--- config.mk ---
export PLATFORM = sky130hd
export DESIGN_NAME = rle_decode
export DESIGN_NICKNAME = d
export VERILOG_FILES = /design/src/rtl/rle_pkg.sv /design/src/rtl/rle_row_buf.sv /design/src/rtl/rle_decode.sv
export SDC_FILE = /design/constraint.sdc
export NUM_CORES = 1
export LEC_CHECK = 0
export ABC_CLOCK_PERIOD_IN_PS = 2810
export CAP_MARGIN = 20
export CORE_MARGIN = 2
export CORE_UTILIZATION = 46
export DETAILED_ROUTE_END_ITERATION = 6
export PLACE_DENSITY = 0.76
export SKIP_LAST_GASP = 1
export SLEW_MARGIN = 20
export SYNTH_ARGS = -nofsm -noshare
export SYNTH_HDL_FRONTEND = slang
export SYNTH_HIERARCHICAL = 1
export SYNTH_SLANG_ARGS = --single-unit
--- constraint.sdc ---
create_clock -name clk -period 2.81 [get_ports clk]
set_input_delay 0.843 -clock clk [delete_from_list [all_inputs] [get_ports clk]]
set_output_delay 0.843 -clock clk [all_outputs]
set_load 0.02 [all_outputs]
--- src/rtl/rle_pkg.sv ---
// rle_pkg: shared sizes, FSM state type, coefficient type and row-slice helper for the RLE decoder
package rle_pkg;
  localparam int N_COEF = 8;
  localparam int COEF_W = 10;
  localparam int RUN_W  = 6;
  typedef enum logic [1:0] {ACCEPT, ZRUN, WVAL, FULL} state_t;
  typedef logic [COEF_W-1:0] coef_t;
  // slot i lives at [(n-i)*w-1 -: w], so slot 0 occupies the top bits of the row
  function automatic int slot_hi(input int n, input int w, input int i);
    return (n - i) * w - 1;
  endfunction
endpackage

--- src/rtl/rle_row_buf.sv ---
// rle_row_buf: N_COEF coefficient slots with single-slot write, zero-fill from an index, global clear and packed output
module rle_row_buf #(
  parameter int N_COEF = rle_pkg::N_COEF,
  parameter int COEF_W = rle_pkg::COEF_W
) (
  input  logic                       clk,
  input  logic                       reset,
  input  logic                       wr_en,
  input  logic                       fill_en,
  input  logic                       clr,
  input  logic [$clog2(N_COEF):0]    idx,
  input  logic [COEF_W-1:0]          data,
  output logic [N_COEF*COEF_W-1:0]   row
);
  import rle_pkg::*;
  localparam int PW = $clog2(N_COEF) + 1;
  logic [COEF_W-1:0] slot [N_COEF];
  // clear and zero-fill win over the single-slot write
  always_ff @(posedge clk or negedge reset)
    if (!reset)
      for (int k = 0; k < N_COEF; k++) slot[k] <= '0;
    else
      for (int k = 0; k < N_COEF; k++)
        if (clr || (fill_en && PW'(k) >= idx)) slot[k] <= '0;
        else if (wr_en && PW'(k) == idx) slot[k] <= data;
  for (genvar i = 0; i < N_COEF; i++) begin : g_pack
    localparam int HI = slot_hi(N_COEF, COEF_W, i);
    assign row[HI -: COEF_W] = slot[i];
  end
endmodule

--- src/rtl/rle_decode.sv ---
// rle_decode: expands (run, value) symbols into packed rows of N_COEF coefficients; define RLE_DECODE_ERR_EN for the sticky overflow flag
module rle_decode #(
  parameter int N_COEF = rle_pkg::N_COEF,
  parameter int COEF_W = rle_pkg::COEF_W,
  parameter int RUN_W  = rle_pkg::RUN_W
) (
  input  logic                     clk,
  input  logic                     reset,
  input  logic                     sym_valid,
  output logic                     sym_ready,
  input  logic [RUN_W-1:0]         sym_run,
  input  logic [COEF_W-1:0]        sym_val,
  input  logic                     sym_eob,
  output logic                     row_valid,
  input  logic                     row_ready,
  output logic [N_COEF*COEF_W-1:0] row_out,
  output logic                     err
);
  import rle_pkg::*;
  localparam int PW = $clog2(N_COEF) + 1;
  localparam int SW = (PW > RUN_W ? PW : RUN_W) + 1;
  state_t state, state_nx;
  logic [PW-1:0] pos, pos_nx;
  logic [RUN_W-1:0] rcnt, rcnt_nx;
  logic [COEF_W-1:0] vlat, vlat_nx, wr_data;
  logic wr_en, fill_en, clr, ovf;
  logic [SW-1:0] reach;
  assign reach = SW'(pos) + SW'(sym_run);
  // the accept cycle of a run symbol already writes its first zero, so a run r symbol costs r+1 cycles
  always_comb begin
    state_nx = state;
    pos_nx = pos;
    rcnt_nx = rcnt;
    vlat_nx = vlat;
    wr_en = 1'b0;
    fill_en = 1'b0;
    clr = 1'b0;
    ovf = 1'b0;
    wr_data = '0;
    sym_ready = 1'b0;
    row_valid = 1'b0;
    case (state)
      ACCEPT: begin
        sym_ready = reset;
        if (sym_valid) begin
          if (sym_eob) begin
            fill_en = 1'b1;
            state_nx = FULL;
          end else if (reach >= SW'(N_COEF)) begin
            fill_en = 1'b1;
            ovf = 1'b1;
            state_nx = FULL;
          end else if (sym_run == '0) begin
            wr_en = 1'b1;
            wr_data = sym_val;
            pos_nx = pos + 1'b1;
            state_nx = (pos == PW'(N_COEF - 1)) ? FULL : ACCEPT;
          end else begin
            wr_en = 1'b1;
            pos_nx = pos + 1'b1;
            rcnt_nx = sym_run - 1'b1;
            vlat_nx = sym_val;
            state_nx = (sym_run == RUN_W'(1)) ? WVAL : ZRUN;
          end
        end
      end
      ZRUN: begin
        wr_en = 1'b1;
        pos_nx = pos + 1'b1;
        rcnt_nx = rcnt - 1'b1;
        state_nx = (rcnt == RUN_W'(1)) ? WVAL : ZRUN;
      end
      WVAL: begin
        wr_en = 1'b1;
        wr_data = vlat;
        pos_nx = pos + 1'b1;
        state_nx = (pos == PW'(N_COEF - 1)) ? FULL : ACCEPT;
      end
      FULL: begin
        row_valid = 1'b1;
        if (row_ready) begin
          clr = 1'b1;
          pos_nx = '0;
          state_nx = ACCEPT;
        end
      end
      default: state_nx = ACCEPT;
    endcase
  end
  // FSM, write position, remaining run and latched value
  always_ff @(posedge clk or negedge reset)
    if (!reset) begin
      state <= ACCEPT;
      pos <= '0;
      rcnt <= '0;
      vlat <= '0;
    end else begin
      state <= state_nx;
      pos <= pos_nx;
      rcnt <= rcnt_nx;
      vlat <= vlat_nx;
    end
  rle_row_buf #(.N_COEF(N_COEF), .COEF_W(COEF_W)) u_buf (
    .clk(clk),
    .reset(reset),
    .wr_en(wr_en),
    .fill_en(fill_en),
    .clr(clr),
    .idx(pos),
    .data(wr_data),
    .row(row_out)
  );
`ifdef RLE_DECODE_ERR_EN
  // sticky overflow flag, cleared only by reset
  always_ff @(posedge clk or negedge reset)
    if (!reset) err <= 1'b0;
    else if (ovf) err <= 1'b1;
`else
  assign err = 1'b0;
`endif
endmodule
==> results.md, run 1 <==
- Status: finished, final reports clean
- Yosys top cell by area: dfrtp_1
- R2R setup slack: 280 ps
- Mean post-synth cell area: 10.91 um2
- Clk root buf: clkbuf_8
- Layout Nets: ~640
- Crit path DAT: 3040 ps
- Hold_buf cts: 0
- Hold_ws: slightly above 500 ps
- Yosys reg bits: between 100 and 150
- I/O Buffers: 102
- Post-Route Utilization: around two thirds
- Yosys top cell area share: 51.09%
- Drt wl/cell: 17.43 um
- Final setup viols: 0
- Clock latency on the worst-skew pair: 370 ps
- Hold Path End: vlat[9]$_DFFE_PN0P_
- Post-synthesis sequential area ratio: 51.09%
- HPWL Detailed: 9388 um
- Synthesized area: 4996 um2
- Depth of the most critical reg-to-reg path: 15
- Startpoint types: input port
- Share of flip-flops with an asynchronous set or reset: 100.0%
- Num rows: 38
- Top_reg_cell synth: dfrtp_1
- Sum Neg Setup Slack: 0 ps
- # diodes: 0
- Overflow left after global routing: 0
- First-pass GRT wire length: 20730 um
- GRT Total Usage: 22.87%
- Worst setup EP type: flop
- CP cell instances: dlygate4sd2_1, ha_4, nor4b_4, o311ai_4, nor2_2, nor2_1, nor2_2, nor3b_4, buf_6, nand3b_1, buf_4, mux2i_1, nor2_1
- Synth area leaders: dfrtp_1, mux2i_1, nor2_1
- Synthesis-to-layout area growth: 40.60%
- CP Class: input port to flop
- Die Span X: 108.2 um
- Final Cycle Share: between 90% and 100%
- Leakage: 0.003288 uW
- Register area: 2552 um2
- Slowest CP cell: nor4b_4
- Reg clk slew, reported paths: 110 ps
- Total Routed Length: 13070 um
- Share of cells above drive strength 1: a little over a fifth
- Worst hold path class: flop to flop
- Slew headroom: 48.04%
- Starting density of the core: about 47%
- Clock skew: 16.78 ps
- Largest net degree at the start of global routing: 65
- Pwr Total: 4777 uW
- Unique masters post-synth: 57
- Hold Crit Depth: 1
- Yosys warns: 6
- Via/cell ratio: 5.380
- Via total after detailed routing: slightly above 4000
- Cell Pwr Density: just under 700 nW/um2
- Fmax: 361.5 MHz
- Fill cell count: about 800
- Ports: between 100 and 150
- RR Startpoint: pos[0]$_DFFE_PN0P_
- CTS max path bufs: 2
- Multi-input logic area: 2340 um2
- Min-Delay Startpoint: vlat[9]$_DFFE_PN0P_
- CP Max Fanout: 5
- Core Footprint: 10700 um2
- CTS sink cnt: approximately 100
- IR drop worst, VDD: roughly 0.37 mV
- Crit-path max cell delay: ~310 ps
- RSZ-0062 raised after global routing: yes
- CTS tree: done
- Synth Instances: 458
- Post-route DRC: 0
- Crit path time final: between 2000 and 3000 ps
- Die footprint: 11710 um2
- Worst slew pin tran: 779.3 ps
- Syn Nets: 493
- Fin. Hold Viols: 0
- Iter 0 DRT Violations: 268
- Number of global-route vias before repair: 3991
- Pre-CTS setup slack: -738.4 ps
- Inserted Clock Buffers: 9
- Routed Antenna Nets: 0
- Crit Reg-Reg Endpoint: u_buf/row[53]$_DFFE_PN0P_
- Die height: ~110 um
- Max Slew Vio Count: 0
- H-tree Lvls: 3
- Post-synth EDFFs: 0
- Initial antenna violation count: 0
- Gp weighted congestion: ~0.86
- Final worst slack: 43.95 ps
- Critical Path RT: 3090 ps
- Max Cap Viol: 0
- First-pass iteration count of the detailed router: 5
critical path: cells and delay by family:
kind	cells	cell delay, ps
AOI/OAI and AO/OA	1	150
buffers and inverters	3	640
and+or+nand+nor	7	1080
adders and majority gates	1	170
muxes	1	150
per-stage QoR:
step,std cells,instance area [um2]
3_3_place_gp,726,6704
2_1_floorplan,458,5031
6_report,750,7024
3_5_place_dp,726,6704
4_1_cts,747,6954
5_1_grt,750,7024
cell type report:
cell class                      count  share of cell area, %
Clock buffer                        9                  1.763
Timing Repair Buffer              170                  24.47
Tap cell                          140                  2.494
Clock inverter                      6                 0.7659
Multi-Input combinational cell    307                  33.31
Sequential cell                   102                  36.34
Inverter                           16                 0.8550
report_power, final:
| group | switching (uW) | leakage, uW | internal (uW) | total, uW |
|---|---|---|---|---|
| Clock | 517 | 0.0000882 | 333 | 849 |
| Sequential | 141 | 0.00139 | 1660 | 1800 |
| Combinational | 1170 | 0.00181 | 958 | 2130 |
state kept, by name (all words and copies together), names as in the netlist:
| name | count |
|---|---|
| vlat | 10 |
| u_buf/row | 80 |
| pos | 4 |
| state | 2 |
| rcnt | 6 |
cells by family (layout without fill, tap and decap cells):
kind of cell | Yosys count | count (layout) | share of synthesized area [%]
simple gates | 147 | 147 | 15.05
flops | 102 | 102 | 51.09
other cells | 1 | 1 | 0.07506
compound gates | 70 | 70 | 10.69
mux | 71 | 71 | 14.48
buf+inv | 49 | 201 | 4.257
fa+ha+maj | 14 | 14 | 3.656
xor+xnor | 4 | 4 | 0.7014
worst max-delay path by stage:
stage | from | end | slack (ps)
after floorplan | sym_run[0] | u_buf/row[41]$_DFFE_PN0P_ | -30
after detailed placement | sym_run[0] | u_buf/row[33]$_DFFE_PN0P_ | -740
after global placement | sym_run[0] | u_buf/row[46]$_DFFE_PN0P_ | -590
final | sym_run[2] | u_buf/row[53]$_DFFE_PN0P_ | 40
after CTS | sym_run[1] | u_buf/row[33]$_DFFE_PN0P_ | 1
after global routing | sym_run[2] | u_buf/row[55]$_DFFE_PN0P_ | -50
layout by cell type (no fill, tap or decap), types with 7 or more instances in the layout:
cell	count
dfrtp_1	102
clkdlybuf4s50_1	94
nor2_1	66
ha_1	9
buf_4	49
mux2_2	10
nand2_1	26
mux2i_1	60
nand3_1	17
buf_12	15
a21o_1	7
a21oi_1	14
inv_1	14
a22o_1	19
clkbuf_8	9
layer usage:
layer  global-route usage [%]  vias up  wire [um]  share of wire, %
met5                        0        -          0                 0
met4                    4.579        0         97              0.74
met3                    3.858        8        580               4.4
met2                    38.68      108       6568                50
met1                    31.25     2036       5823                45
li1                         -     1883          -                 -
synthesized netlist by cell type, types with 3 or more instances:
cell type and n:
inv_1 16, a31oi_1 3, a22o_1 20, o21ai_0 6, mux2_2 10, ha_1 13
nor2_1 68, a21oi_1 15, xor2_1 3, buf_4 3, dfrtp_1 102, mux2i_1 61
clkbuf_1 19, nor3_1 7, nand2_1 27, nand3_1 17, and2_1 4, buf_2 7
o21ai_1 3, a21o_1 7
what timing repair did:
action                                 CTS  global route
setup endpoints to repair               80            62
gates cloned                             1             2
setup buffers                            6             1
endpoints found under the hold margin    0             0
pin swaps                               11             5
gates resized for setup                 20            17
Note: power is estimated with default switching activity, not from simulation.
==> inputs of run 2 (changes only) <==
--- a/config.mk
+++ b/config.mk
@@ -6,7 +6,7 @@
 export NUM_CORES = 1
 export LEC_CHECK = 0
 export ABC_CLOCK_PERIOD_IN_PS = 2810
-export CAP_MARGIN = 20
+export CAP_MARGIN = 25
 export CORE_MARGIN = 2
 export CORE_UTILIZATION = 46
 export DETAILED_ROUTE_END_ITERATION = 6
==> results of run 2 <==
Final layout, timing and power as in run 1 (identical DEF).
==> inputs of run 3 (changes only) <==
--- a/config.mk
+++ b/config.mk
@@ -5,11 +5,12 @@
 export SDC_FILE = /design/constraint.sdc
 export NUM_CORES = 1
 export LEC_CHECK = 0
-export ABC_CLOCK_PERIOD_IN_PS = 2810
+export ABC_CLOCK_PERIOD_IN_PS = 2300
 export CAP_MARGIN = 25
 export CORE_MARGIN = 2
 export CORE_UTILIZATION = 46
 export DETAILED_ROUTE_END_ITERATION = 6
+export MAX_ROUTING_LAYER = met4
 export PLACE_DENSITY = 0.76
 export SKIP_LAST_GASP = 1
 export SLEW_MARGIN = 20
==> constraint.sdc (replaced) <==
create_clock -name clk -period 2.3 [get_ports clk]
set_input_delay 0.69 -clock clk [delete_from_list [all_inputs] [get_ports clk]]
set_output_delay 0.69 -clock clk [all_outputs]
set_load 0.02 [all_outputs]
==> results.md, run 3 (synthesized netlist as in run 1, its figures left out) <==
- Core Footprint: 10700 um2
- Overflow left after global routing: 0
- Iter 0 DRT Violations: 228
- Number of global-route vias before repair: 4031
- CP Class: input port to flop
- Most frequent cells in the layout: dfrtp_1, clkdlybuf4s50_1, nor2_1, mux2i_1, buf_4
- First-pass GRT wire length: 20890 um
- Max reg flops: 80
- # diodes: 0
- Crit path DAT: 2830 ps
- RR Startpoint: pos[0]$_DFFE_PN0P_
- Leakage: 0.003363 uW
- Drt wl/cell: 17.60 um
- Ports: 104
- Crit Reg-Reg Endpoint: u_buf/row[62]$_DFFE_PN0P_
- Worst setup path start: sym_run[3]
- Final Cycle Share: 111.1%
- Via total after detailed routing: 4078
- Num rows: 38
- First-pass iteration count of the detailed router: 4
- CP endpoint: u_buf/row[62]$_DFFE_PN0P_
- Die footprint: 11710 um2
- Pre-CTS setup slack: -1029 ps
- GRT Total Usage: 23.85%
- Crit path time final: 2554 ps
- IR drop worst, VDD: approximately 0.46 mV
- Cells after DPL: 730
- Max Cap Viol: 0
- CP Max Fanout: 5
- Max Slew Vio Count: 0
- HPWL Detailed: between 9000 and 10000 um
- I/O Buffers: 102
- R2R setup slack: -250 ps
- Startpoint types: input port
- Fmax: roughly 390 MHz
- RSZ-0062 raised after global routing: yes
- Worst hold path class: input port to asynchronous set/reset pin
- Synthesis-to-layout area growth: 44.70%
- Fin. Hold Viols: 0
- Die height: 108.2 um
- Layout Nets: 651
- Post-route cell area: approximately 7200 um2
- Largest net degree at the start of global routing: 71
- Post-route DRC: 0
- Reg clk slew, reported paths: 110 ps
- Critical Path RT: approximately 2600 ps
- Worst setup EP type: flop
- Failing checks: setup timing
- Depth of the most critical reg-to-reg path: 15
- Post-Route Utilization: 67.58%
- Worst slew pin tran: 887.4 ps
- Status: finished with violations
- Die Span X: 108.2 um
- CTS sink cnt: between 100 and 150
- Total Routed Length: around 13000 um
- Gp weighted congestion: between 0.9 and 1
- Final std cells w/o fill: 760
- Share of cells above drive strength 1: ~25%
- Cell Pwr Density: 834.6 nW/um2
- Final worst slack: -254.4 ps
- Post-DP Area: 6744 um2
- Leading cell type in the layout, fill and taps excluded: dfrtp_1
- Clock latency on the worst-skew pair: 380 ps
- CTS tree: done
- CTS max path bufs: 2
- Via/cell ratio: 5.366
- Slew headroom: 40.84%
- Inserted Clock Buffers: 9
- H-tree Lvls: 3
- Clock skew: 14.63 ps
- Starting density of the core: 46.70%
- Initial antenna violation count: 0
- Routed Antenna Nets: 0
- Final setup viols: 92
- Clk root buf: clkbuf_8
[run 3: metal layers]
metal	GRT usage (%)	up-vias	routed length, um
met1	31.85	2020	5730
met3	2.712	34	683
met4	8.150	0	363
met2	38.10	121	6600
li1	-	1903	-
met5	-	-	0
[run 3: power breakdown]
part / switching, uW / internal [uW] / leakage, uW / total [uW]
clock: 652 / 408 / 0.0000858 / 1060
combinational: 1500 / 1270 / 0.00189 / 2770
sequential: 181 / 2020 / 0.00139 / 2200
[run 3: worst max-delay path: stages]
cell and delay, ps:
clkdlybuf4s15_2 210, ha_4 170, nor4b_4 320, o311ai_4 160, nor2_2 140, nor2_2 60, nor2_2 150, nor3b_4 250
buf_6 150, nand3_2 110, buf_6 170, mux2i_1 200, nor2_1 60
[run 3: timing repair]
item                       in CTS  in global routing
setup endpoints to repair     103                 81
pin swaps                      23                 10
buffers inserted                4                  8
resized for setup              36                 35
cloned                          3                  0
hold buffers                    0                  0
[run 3: how the worst min path moves through the flow]
| stage | from | to | slack [ps] |
|---|---|---|---|
| floorplan | reset | pos[0]$_DFFE_PN0P_ | 390 |
| global placement | u_buf/row[31]$_DFFE_PN0P_ | u_buf/row[31]$_DFFE_PN0P_ | 490 |
| detailed placement | vlat[4]$_DFFE_PN0P_ | vlat[4]$_DFFE_PN0P_ | 500 |
| CTS | reset | u_buf/row[59]$_DFFE_PN0P_ | 370 |
| global route | reset | u_buf/row[53]$_DFFE_PN0P_ | 360 |
| finish | reset | u_buf/row[59]$_DFFE_PN0P_ | 340 |
[run 3: metrics by stage]
step                total power, uW  TNS [ps]  hold WS [ps]
floorplan                      3712    -23390         394.4
global placement               4614    -79260         488.9
detailed placement             4696    -85500         497.4
CTS                            5844    -16280         367.9
global route                   6412    -25840         360.8
finish                         6034    -14550         340.4
[run 3: cell type report]
class | instances | area, um2
timing repair buffer | 180 | 1826
clock buffer | 9 | 123.9
fill | 748 | 3468
sequential | 102 | 2552
clock inverter | 6 | 55.05
multi-input combinational | 307 | 2437
tap | 140 | 175.2
inverter | 16 | 60.06
